$ cat src/rtl/lbdr_param_router_pkg.sv
// rtl/lbdr_param_router_pkg.sv - shared flit, port and turn-bit definitions for the LBDR router
package noc_pkg;

  localparam logic [2:0] HEADER = 3'b001;
  localparam logic [2:0] BODY   = 3'b010;
  localparam logic [2:0] TAIL   = 3'b100;

  typedef enum logic [2:0] {
    PORT_N = 3'd0,
    PORT_E = 3'd1,
    PORT_W = 3'd2,
    PORT_S = 3'd3,
    PORT_L = 3'd4
  } port_idx_e;

  // {L,S,W,E,N}, indexed by port_idx_e
  typedef logic [4:0] port_onehot_t;

  // Bit positions inside Rxy = {Rsw,Rse,Rws,Rwn,Res,Ren,Rnw,Rne}
  localparam int RNE = 0;
  localparam int RNW = 1;
  localparam int REN = 2;
  localparam int RES = 3;
  localparam int RWN = 4;
  localparam int RWS = 5;
  localparam int RSE = 6;
  localparam int RSW = 7;

  // Bit positions inside Cx = {Cs,Cw,Ce,Cn}
  localparam int CN = 0;
  localparam int CE = 1;
  localparam int CW = 2;
  localparam int CS = 3;

  typedef enum logic [1:0] {
    ST_IDLE   = 2'd0,
    ST_ACTIVE = 2'd1,
    ST_DROP   = 2'd2
  } route_state_e;

endpackage

$ cat src/rtl/lbdr_param_router_if.sv
// rtl/lbdr_param_router_if.sv - flit/allocator/config bundle between input port and router
interface lbdr_param_router_if #(
  parameter int ADDR_W = 4
) ();
  import noc_pkg::*;

  logic              flit_valid;
  logic [2:0]        flit_id;
  logic [ADDR_W-1:0] dst_addr;
  logic              flit_accept;
  logic              cfg_we;
  logic [7:0]        cfg_rxy;
  logic [3:0]        cfg_cx;
  logic [ADDR_W-1:0] cfg_cur;
  logic [2:0]        cfg_dr;
  port_onehot_t      port_req;
  logic              derouted;
  logic              drop;
  logic              route_err;
  logic              busy;

  modport master (
    output flit_valid, flit_id, dst_addr, flit_accept,
    output cfg_we, cfg_rxy, cfg_cx, cfg_cur, cfg_dr,
    input  port_req, derouted, drop, route_err, busy
  );

  modport slave (
    input  flit_valid, flit_id, dst_addr, flit_accept,
    input  cfg_we, cfg_rxy, cfg_cx, cfg_cur, cfg_dr,
    output port_req, derouted, drop, route_err, busy
  );

endinterface

$ cat src/rtl/lbdr_param_router_route_fn.sv
// rtl/lbdr_param_router_route_fn.sv - combinational LBDR route function with deroute fallback
module lbdr_route_fn
  import noc_pkg::*;
#(
  parameter int X_W   = 2,
  parameter int Y_W   = 2,
  parameter bit DR_EN = 1'b1
) (
  input  logic [X_W+Y_W-1:0] cur_i,
  input  logic [X_W+Y_W-1:0] dst_i,
  input  logic [7:0]         rxy_i,
  input  logic [3:0]         cx_i,
  input  logic [2:0]         dr_i,
  output port_onehot_t       route_o,
  output logic               derouted_o
);

  logic [X_W-1:0] x_cur, x_dst;
  logic [Y_W-1:0] y_cur, y_dst;
  logic           n1, s1, e1, w1, l1;
  logic           req_n, req_e, req_w, req_s;

  assign x_cur = cur_i[X_W-1:0];
  assign x_dst = dst_i[X_W-1:0];
  assign y_cur = cur_i[X_W+Y_W-1:X_W];
  assign y_dst = dst_i[X_W+Y_W-1:X_W];

  assign n1 = y_dst < y_cur;
  assign s1 = y_cur < y_dst;
  assign e1 = x_cur < x_dst;
  assign w1 = x_dst < x_cur;
  assign l1 = ~n1 & ~e1 & ~w1 & ~s1;

  assign req_n = ((n1 & ~e1 & ~w1) | (n1 & e1 & rxy_i[RNE]) | (n1 & w1 & rxy_i[RNW])) & cx_i[CN];
  assign req_e = ((e1 & ~n1 & ~s1) | (e1 & n1 & rxy_i[REN]) | (e1 & s1 & rxy_i[RES])) & cx_i[CE];
  assign req_w = ((w1 & ~n1 & ~s1) | (w1 & n1 & rxy_i[RWN]) | (w1 & s1 & rxy_i[RWS])) & cx_i[CW];
  assign req_s = ((s1 & ~e1 & ~w1) | (s1 & e1 & rxy_i[RSE]) | (s1 & w1 & rxy_i[RSW])) & cx_i[CS];

  // Fixed N>E>W>S priority keeps the request one-hot when two minimal ports qualify
  always_comb begin
    route_o    = '0;
    derouted_o = 1'b0;
    if (l1) begin
      route_o[PORT_L] = 1'b1;
    end else if (req_n) begin
      route_o[PORT_N] = 1'b1;
    end else if (req_e) begin
      route_o[PORT_E] = 1'b1;
    end else if (req_w) begin
      route_o[PORT_W] = 1'b1;
    end else if (req_s) begin
      route_o[PORT_S] = 1'b1;
    end else if (DR_EN && dr_i[2] && cx_i[dr_i[1:0]]) begin
      route_o    = port_onehot_t'(5'b00001 << dr_i[1:0]);
      derouted_o = 1'b1;
    end
  end

endmodule

$ cat src/rtl/lbdr_param_router.sv
// rtl/lbdr_param_router.sv - per-packet LBDR route FSM for one router input port
module lbdr_param_router
  import noc_pkg::*;
#(
  parameter int          X_W     = 2,
  parameter int          Y_W     = 2,
  parameter bit          DR_EN   = 1'b1,
  parameter logic [7:0]  RXY_DEF = 8'h3C,
  parameter logic [3:0]  CX_DEF  = 4'hF,
  parameter int          CUR_DEF = 5
) (
  input logic                clk,
  input logic                rst,
  lbdr_param_router_if.slave bus
);

  localparam int ADDR_W = X_W + Y_W;

  route_state_e      state_q, state_d;
  logic [7:0]        rxy_q;
  logic [3:0]        cx_q;
  logic [ADDR_W-1:0] cur_q;
  logic [2:0]        dr_q;
  port_onehot_t      port_req_q, port_req_d;
  logic              derouted_q, derouted_d;
  logic              route_err_q, route_err_d;
  logic              drop;

  port_onehot_t      route;
  logic              route_dr;
  logic              hdr_in;

  lbdr_route_fn #(
    .X_W   (X_W),
    .Y_W   (Y_W),
    .DR_EN (DR_EN)
  ) u_route_fn (
    .cur_i      (cur_q),
    .dst_i      (bus.dst_addr),
    .rxy_i      (rxy_q),
    .cx_i       (cx_q),
    .dr_i       (dr_q),
    .route_o    (route),
    .derouted_o (route_dr)
  );

  assign hdr_in = bus.flit_valid && (bus.flit_id == HEADER);

  always_ff @(posedge clk or negedge rst) begin
    if (!rst) begin
      state_q <= ST_IDLE;
    end else begin
      state_q <= state_d;
    end
  end

  always_comb begin
    state_d = state_q;
    case (state_q)
      ST_IDLE: begin
        if (hdr_in) begin
          state_d = (route != '0) ? ST_ACTIVE : ST_DROP;
        end
      end
      ST_ACTIVE: begin
        if (bus.flit_accept && (bus.flit_id == TAIL)) begin
          state_d = ST_IDLE;
        end
      end
      ST_DROP: begin
        if (bus.flit_valid && (bus.flit_id == TAIL)) begin
          state_d = ST_IDLE;
        end
      end
      default: state_d = ST_IDLE;
    endcase
  end

  // A config write clears the sticky error, but an error raised in the same cycle still lands
  always_comb begin
    port_req_d  = port_req_q;
    derouted_d  = derouted_q;
    route_err_d = bus.cfg_we ? 1'b0 : route_err_q;
    drop        = 1'b0;
    case (state_q)
      ST_IDLE: begin
        if (hdr_in) begin
          if (route != '0) begin
            port_req_d = route;
            derouted_d = route_dr;
          end else begin
            route_err_d = 1'b1;
          end
        end else if (bus.flit_valid) begin
          route_err_d = 1'b1;
          drop        = 1'b1;
        end
      end
      ST_ACTIVE: begin
        if (bus.flit_accept) begin
          if (bus.flit_id == TAIL) begin
            port_req_d = '0;
            derouted_d = 1'b0;
          end else if (bus.flit_id == HEADER) begin
            route_err_d = 1'b1;
          end
        end
      end
      ST_DROP: begin
        drop = bus.flit_valid;
      end
      default: begin
        port_req_d = '0;
        derouted_d = 1'b0;
      end
    endcase
  end

  always_ff @(posedge clk or negedge rst) begin
    if (!rst) begin
      rxy_q       <= RXY_DEF;
      cx_q        <= CX_DEF;
      cur_q       <= ADDR_W'(CUR_DEF);
      dr_q        <= 3'b000;
      port_req_q  <= '0;
      derouted_q  <= 1'b0;
      route_err_q <= 1'b0;
    end else begin
      if (bus.cfg_we) begin
        rxy_q <= bus.cfg_rxy;
        cx_q  <= bus.cfg_cx;
        cur_q <= bus.cfg_cur;
        dr_q  <= bus.cfg_dr;
      end
      port_req_q  <= port_req_d;
      derouted_q  <= derouted_d;
      route_err_q <= route_err_d;
    end
  end

  assign bus.port_req  = port_req_q;
  assign bus.derouted  = derouted_q;
  assign bus.drop      = drop;
  assign bus.route_err = route_err_q;
  assign bus.busy      = (state_q != ST_IDLE);

endmodule

$ cat src/flat_wrapper.sv
// flat-port wrapper written by rule: the top's interface ports become plain ports
module lbdr_param_router_flat import noc_pkg::*;
#(
  parameter int          X_W     = 2,
  parameter int          Y_W     = 2,
  parameter bit          DR_EN   = 1'b1,
  parameter logic [7:0]  RXY_DEF = 8'h3C,
  parameter logic [3:0]  CX_DEF  = 4'hF,
  parameter int          CUR_DEF = 5
)
  (clk, rst, bus_flit_valid, bus_flit_id, bus_dst_addr, bus_flit_accept, bus_cfg_we, bus_cfg_rxy, bus_cfg_cx, bus_cfg_cur, bus_cfg_dr, bus_port_req, bus_derouted, bus_drop, bus_route_err, bus_busy);
  lbdr_param_router_if bus_i ();
  input logic clk;
  input logic rst;
  input wire logic [$bits(bus_i.flit_valid)-1:0] bus_flit_valid;
  input wire logic [$bits(bus_i.flit_id)-1:0] bus_flit_id;
  input wire logic [$bits(bus_i.dst_addr)-1:0] bus_dst_addr;
  input wire logic [$bits(bus_i.flit_accept)-1:0] bus_flit_accept;
  input wire logic [$bits(bus_i.cfg_we)-1:0] bus_cfg_we;
  input wire logic [$bits(bus_i.cfg_rxy)-1:0] bus_cfg_rxy;
  input wire logic [$bits(bus_i.cfg_cx)-1:0] bus_cfg_cx;
  input wire logic [$bits(bus_i.cfg_cur)-1:0] bus_cfg_cur;
  input wire logic [$bits(bus_i.cfg_dr)-1:0] bus_cfg_dr;
  output wire logic [$bits(bus_i.port_req)-1:0] bus_port_req;
  output wire logic [$bits(bus_i.derouted)-1:0] bus_derouted;
  output wire logic [$bits(bus_i.drop)-1:0] bus_drop;
  output wire logic [$bits(bus_i.route_err)-1:0] bus_route_err;
  output wire logic [$bits(bus_i.busy)-1:0] bus_busy;
  assign bus_i.flit_valid = bus_flit_valid;
  assign bus_i.flit_id = bus_flit_id;
  assign bus_i.dst_addr = bus_dst_addr;
  assign bus_i.flit_accept = bus_flit_accept;
  assign bus_i.cfg_we = bus_cfg_we;
  assign bus_i.cfg_rxy = bus_cfg_rxy;
  assign bus_i.cfg_cx = bus_cfg_cx;
  assign bus_i.cfg_cur = bus_cfg_cur;
  assign bus_i.cfg_dr = bus_cfg_dr;
  assign bus_port_req = bus_i.port_req;
  assign bus_derouted = bus_i.derouted;
  assign bus_drop = bus_i.drop;
  assign bus_route_err = bus_i.route_err;
  assign bus_busy = bus_i.busy;
  lbdr_param_router #(.X_W(X_W), .Y_W(Y_W), .DR_EN(DR_EN), .RXY_DEF(RXY_DEF), .CX_DEF(CX_DEF), .CUR_DEF(CUR_DEF)) u_core (.clk(clk), .rst(rst), .bus(bus_i));
endmodule
$ cat config.mk
export PLATFORM = sky130hd
export DESIGN_NAME = lbdr_param_router_flat
export DESIGN_NICKNAME = d
export VERILOG_FILES = /design/src/rtl/lbdr_param_router_pkg.sv /design/src/rtl/lbdr_param_router_if.sv /design/src/rtl/lbdr_param_router_route_fn.sv /design/src/rtl/lbdr_param_router.sv /design/src/flat_wrapper.sv
export SDC_FILE = /design/constraint.sdc
export NUM_CORES = 1
export LEC_CHECK = 0
export CAP_MARGIN = 20
export CORE_MARGIN = 5
export CORE_UTILIZATION = 49
export CTS_CLUSTER_DIAMETER = 40
export DETAILED_ROUTE_END_ITERATION = 8
export PLACE_DENSITY = 0.78
export SETUP_SLACK_MARGIN = 0.1
export SYNTH_ARGS = -nofsm -noshare
export SYNTH_HDL_FRONTEND = slang
export SYNTH_SLANG_ARGS = --single-unit
export TNS_END_PERCENT = 1
$ cat constraint.sdc
create_clock -name clk -period 2.55 [get_ports clk]
set_input_delay 0.51 -clock clk [delete_from_list [all_inputs] [get_ports clk]]
set_output_delay 0.51 -clock clk [all_outputs]
set_load 0.02 [all_outputs]
---- Yosys cells after proc, flatten, opt, wreduce, memory -nomap -nowiden ----
Index checks and enable logic that the tools add are counted.
cells by class
  $lt $le $gt $ge ......................... 5
  equality and inequality tests ........... 10
  shifts and indexed selects .............. 1
  multiplexer cells ....................... 53
  bitwise operators ....................... 40
  reductions and logical operators ........ 9
operators with widths
  operator                                                                 count
  5-bit 2-to-1 mux                                                         10
  1-bit AND                                                                27
  1-bit 2-to-1 mux                                                         27
  5-bit one-hot mux with 3 select lines                                    1
  2-bit 2-to-1 mux                                                         6
  2-bit by 1-bit inequality test with 1-bit output, second input constant  5
  2-bit < comparator                                                       4
  4-bit 2-to-1 mux                                                         2
  1-bit bitwise OR                                                         8
  3-bit 2-to-1 mux                                                         2
  2-bit one-hot mux with 3 select lines                                    1
  1-bit inverter                                                           5
  5-bit AND reduction                                                      1
  5-bit nonzero test                                                       1
  1-bit by 2-bit << shifter with 5-bit output, first input constant        1
  1-bit logical AND                                                        4
  1-bit one-hot mux with 2 select lines                                    2
  3-bit by 1-bit == test with 1-bit output, second input constant          1
  3-bit == test, second input constant                                     1
  2-bit by 3-bit < comparator with 1-bit output, second input constant     1
  1-bit one-hot mux with 3 select lines                                    1
  3-bit AND reduction                                                      1
  1-bit binary-select mux with 2-bit select                                1
  2-bit by 1-bit == test with 1-bit output, second input constant          1
  4 further kinds                                                          4
word-level totals
  flip-flop bits (word level) ............. 28
  bits of input ports ..................... 31
  logic and storage cells ................. 126

---- Depth between registers and ports, before layout ----
  depth in word-level cells ............... 21
  depth in mapped cells ................... 8

---- Hierarchy ----
Synthesis repeated with hierarchy kept, for this count alone.
unflattened totals
  cells, all modules ...................... 144
  area, all modules ....................... 1691.6 um^2
by module, submodules not included
  module             instances  cells an instance  area each (um^2)
  lbdr_param_router  1          89                 1247.4
  lbdr_route_fn      1          55                 444.2

---- Worst setup path after synthesis ----
OpenSTA, ideal clock, no wires.
  kind .................................... input to register
  start point ............................. in bus_dst_addr[3]
  end point ............................... reg u_core.port_req_q[4], in the netlist u_core.bus.port_req[4]
  setup time .............................. 0.080 ns
  arrival ................................. 2.180 ns
  data required time ...................... 2.470 ns
  path slack .............................. 0.290 ns
  cell stages on the path ................. 8
  buffers on the path ..................... 0
  path through ............................ inv_1 > ha_1 > nor2b_1 > or2_2 > o221ai_1 > o211ai_2 > a211o_1 > o211ai_2
between the ends
  cells in the longest elaborated chain, start to end .. 14
  elaborated cells between the ends (all ways) .. 58
  classes of those cells .................. order compare (2); eq/ne (1); mux (16); bitwise (37); reduce/logical (2)
ends and longest elaborated chain
  item                                                                                                   line                                                                RTL
  from (decl)                                                                                            flat_wrapper.sv:17                                                  input wire logic [$bits(bus_i.dst_addr)-1:0] bus_dst_addr;
  2-bit < comparator, on equally long branches                                                           lbdr_param_router_route_fn.sv:29, lbdr_param_router_route_fn.sv:28
  1-bit AND (tied with other cells)                                                                      lbdr_param_router_route_fn.sv:37                                    assign req_s = ((s1 & ~e1 & ~w1) | (s1 & e1 & rxy_i[RSE]) | (s1 & w1 & rxy_i[RSW])) & cx_i[CS];
  1-bit AND, on equally long branches                                                                    lbdr_param_router_route_fn.sv:37, lbdr_param_router_route_fn.sv:36
  1-bit bitwise OR or 1-bit AND (tied branches)                                                          lbdr_param_router_route_fn.sv:37, lbdr_param_router_route_fn.sv:36
  1-bit bitwise OR, on equally long branches                                                             lbdr_param_router_route_fn.sv:37, lbdr_param_router_route_fn.sv:36
  1-bit AND or 1-bit bitwise OR (tied branches)                                                          lbdr_param_router_route_fn.sv:37, lbdr_param_router_route_fn.sv:36
  3-bit 2-to-1 mux (tied with other cells)                                                               lbdr_param_router_route_fn.sv:51                                    end else if (req_s) begin
  2-bit 2-to-1 mux or 1-bit 2-to-1 mux (tied branches)                                                   lbdr_param_router_route_fn.sv:49                                    end else if (req_w) begin
  1-bit 2-to-1 mux or 3-bit 2-to-1 mux (tied branches)                                                   lbdr_param_router_route_fn.sv:47                                    end else if (req_e) begin
  1-bit 2-to-1 mux or 4-bit 2-to-1 mux (tied branches)                                                   lbdr_param_router_route_fn.sv:45                                    end else if (req_n) begin
  4-bit 2-to-1 mux or 1-bit 2-to-1 mux (tied branches)                                                   lbdr_param_router_route_fn.sv:43                                    if (l1) begin
  5-bit nonzero test or 5-bit 2-to-1 mux (tied branches)                                                 lbdr_param_router.sv:88                                             if (route != '0) begin
  2-bit by 1-bit inequality test with 1-bit output (no source line) or 5-bit 2-to-1 mux (tied branches)  n/a
  5-bit AND reduction (no source line) or 5-bit one-hot mux with 3 select lines (tied branches)          n/a
  to (signal assigned)                                                                                   lbdr_param_router.sv:135                                            port_req_q <= port_req_d;
  to (decl)                                                                                              lbdr_param_router.sv:24                                             port_onehot_t port_req_q, port_req_d;
Parallel ways exist; a longest one is shown, timed or not. The select of a mux whose other input is x is not followed.
A chain may end at the register's enable or synchronous reset.

---- Worst setup path after layout ----
  start point ............................. in bus_flit_id[0]
  end point ............................... out bus_drop
between the ends
  cells in the longest elaborated chain, start to end .. 4
ends and longest elaborated chain
  item                                      line                     RTL
  from (decl)                               flat_wrapper.sv:16       input wire logic [$bits(bus_i.flit_id)-1:0] bus_flit_id;
  3-bit by 1-bit == test with 1-bit output  lbdr_param_router.sv:47  assign hdr_in = bus.flit_valid && (bus.flit_id == HEADER);
  1-bit logical AND                         lbdr_param_router.sv:47
  1-bit 2-to-1 mux                          lbdr_param_router.sv:87  if (hdr_in) begin
  1-bit one-hot mux with 2 select lines     lbdr_param_router.sv:85  case (state_q)
  to (decl)                                 flat_wrapper.sv:26       output wire logic [$bits(bus_i.drop)-1:0] bus_drop;
Every way passes these cells.

==> metrics.csv <==
metric,value,unit
status,"finished, final reports clean",
synth_seq_area_share,44.6,%
synth_seq_cells,28,
arrival,1.92,ns
grt.overflow.total,0,
die-area,0.00450,mm^2
worstPathRequired,2.04,ns
hold_violations,0,
synth_top_area_share,28.2,%
layout_commonest_cell,clkdlybuf4s50_1,
syn_nets,183,
gp_congestion,0.858,
cp_slowest_cell,clkdlybuf4s50_1,
syn_avg_cell_area,10.8,um^2
crit_chain,clkdlybuf4s50_1 -> or3b_4 -> nor2_1 -> nor3b_1 -> clkdlybuf4s15_1,
clk_latency,0.32,ns
grt_first_pass_wirelength,6010,um
wl_per_cell,14.9,um
grt_usage,17.4,%
synth_cells,148,
coreArea,0.00310,mm^2
cts_max_level,1,
io_buffers,39,
timing.critical_path.buf_inv,2,
place_area,0.00211,mm^2
syn_area,0.00160,mm^2
route.detailed.drc,0,
critical_path_class,input port to primary output,
fin_area,0.00217,mm^2
post-route-period-util,95.3,%
start_util,51.5,%
antenna_found_initial,0,
numCtsBuffers,3,
hpwl,2950,um
utilization,69.8,%
synth_edf_count,0,
fp.dieW,67.1,um
pre_cts_ws,-0.254,ns
drive_gt1_share,31.5,%
row_count,20,
maxSlewHeadroom,75.5,%
fin_ws,0.119,ns
timing.max_cap.violations,0,
final_antenna_net_count,0,
synth_area_leaders,"dfrtp_1 (28%), dfstp_2 (16%), mux2_2 (12%)",
clock-root-buffer,clkbuf_4,
cts_buffer_depth,2,
dp.cells,240,
pin_count,40,
slowest_delay,0.48,ns
max-vdd-ir-drop,0.000427,V
final_cells,244,
worstMarginPinSlew,0.362,ns
cp-start-kind,input port,
post-route-min-period,2.43,ns
fill_cells,256,
setup_viol,0,
crit_family,buffers and inverters,
dr.pass1.iters,4,
via_per_inst,5.49,
worst_hold_slack,0.506,ns
synth_async_sr_flop_share,100,%
synth.distinct_cells,45,
rsz0062_at_grt,true,
grt_max_degree,29,
power_density,689,mW/mm^2
hold_path_class,register to register,
first_global_vias,1337,
path_clk_slew,0.14,ns
drtIter0Drc,67,
synth_top_area_cell,dfrtp_1,
drv_slew,0,
syn_to_final_growth,35.6,%
path_max_fanout,4,
fin_nets,236,
fmax,411,MHz
die_y,67.1,um
ys.flop_type,dfrtp_1,
cts_sinks,28,
drt_wl_total,3640,um
fin_skew,0.00162,ns
vias,1340,
n_antenna_cell,0,
ys_warn_count,0,
p_leak,0.919,nW
end_kind,primary output,
cts_tree,done,
layout_common_cells,"clkdlybuf4s50_1 (38), dfrtp_1 (18), mux2_2 (17)",
[kinds of logic (layout without fill, tap and decap cells)]
kind of cell             Yosys count  after routing  synth area share [%]
AO/OA/AOI/OAI                     32             32                  15.3
flip-flops                        28             28                  44.6
buffers and inverters             14             66                  4.70
AND/OR/NAND/NOR                   51             51                  19.0
adder cells (fa/ha/maj)            4              4                  3.13
multiplexers                      19             19                  13.2
[per-layer routing]
layer	global-route usage [%]	share of wire (%)	vias to the layer above
met5	0	0	-
li1	-	-	648
met2	33.1	53	34
met1	19.9	41	654
met4	4.30	1.1	0
met3	3.04	4.4	4
[registers in the layout (all words and copies together), names as in the netlist]
register,flops
u_core.rxy_q,8
u_core.bus.port_req,5
u_core.cur_q,4
u_core.cx_q,4
u_core.dr_q,3
u_core.state_q,2
u_core.bus.derouted,1
u_core.bus.route_err,1
[timing repair]
action,CTS,global route
hold buffers,0,0
pin swaps,0,1
buffers inserted,0,0
endpoints found under the setup margin,2,8
gates resized for setup,2,3
[per-stage QoR]
stage | TNS [ns] | power, mW
after floorplan | 0 | 1.02
after global placement | -1.27 | 1.26
after detailed placement | -1.88 | 1.29
after CTS | 0 | 1.50
after global routing | 0 | 1.60
final | 0 | 1.49
[power breakdown]
part / switching, mW / internal (mW) / total [mW]
combinational: 0.309 / 0.333 / 0.643
sequential: 0.0906 / 0.548 / 0.639
clock: 0.123 / 0.0874 / 0.211
[worst reg2reg max path, delay by kind of cell, from the launching register on]
kind,cells,cell delay (ns)
flip-flops,1,0.38
adder cells (fa/ha/maj),1,0.23
buffers and inverters,1,0.07
AO/OA/AOI/OAI,4,0.89
AND/OR/NAND/NOR,2,0.54
[Yosys cell counts, types with 3 or more instances]
cell / n
nor2b_1: 3
o21ai_0: 9
nand3_1: 3
dfstp_2: 10
nor3b_1: 3
a21oi_1: 4
mux2_2: 17
dfrtp_1: 18
inv_1: 8
ha_1: 4
nor2_1: 9
nand2_1: 14
[worst paths after layout]
path                                         from  cells after the start                      to  slack (ns)
min                        u_core.bus.port_req[0]                      1  u_core.bus.port_req[0]        0.51
min in group asynchronous                     rst                      2         u_core.rxy_q[0]        0.54
min reg2reg                u_core.bus.port_req[0]                      1  u_core.bus.port_req[0]        0.51
max in group asynchronous                     rst                      2         u_core.rxy_q[5]        1.71
max                                bus_flit_id[0]                      5                bus_drop        0.12
max reg2reg                       u_core.cur_q[1]                      8  u_core.bus.port_req[4]        0.37
[layout make-up]
type                    instances  area [um^2]  area share (%)
clock buffers                   4         36.3            1.67
multi-input cells             106          830            38.3
flip-flops and latches         28          713            32.9
inverters                       8         30.0            1.39
well taps                      44         55.1            2.54
repair buffers                 54          503            23.2
(Power assumes the default switching activity.)
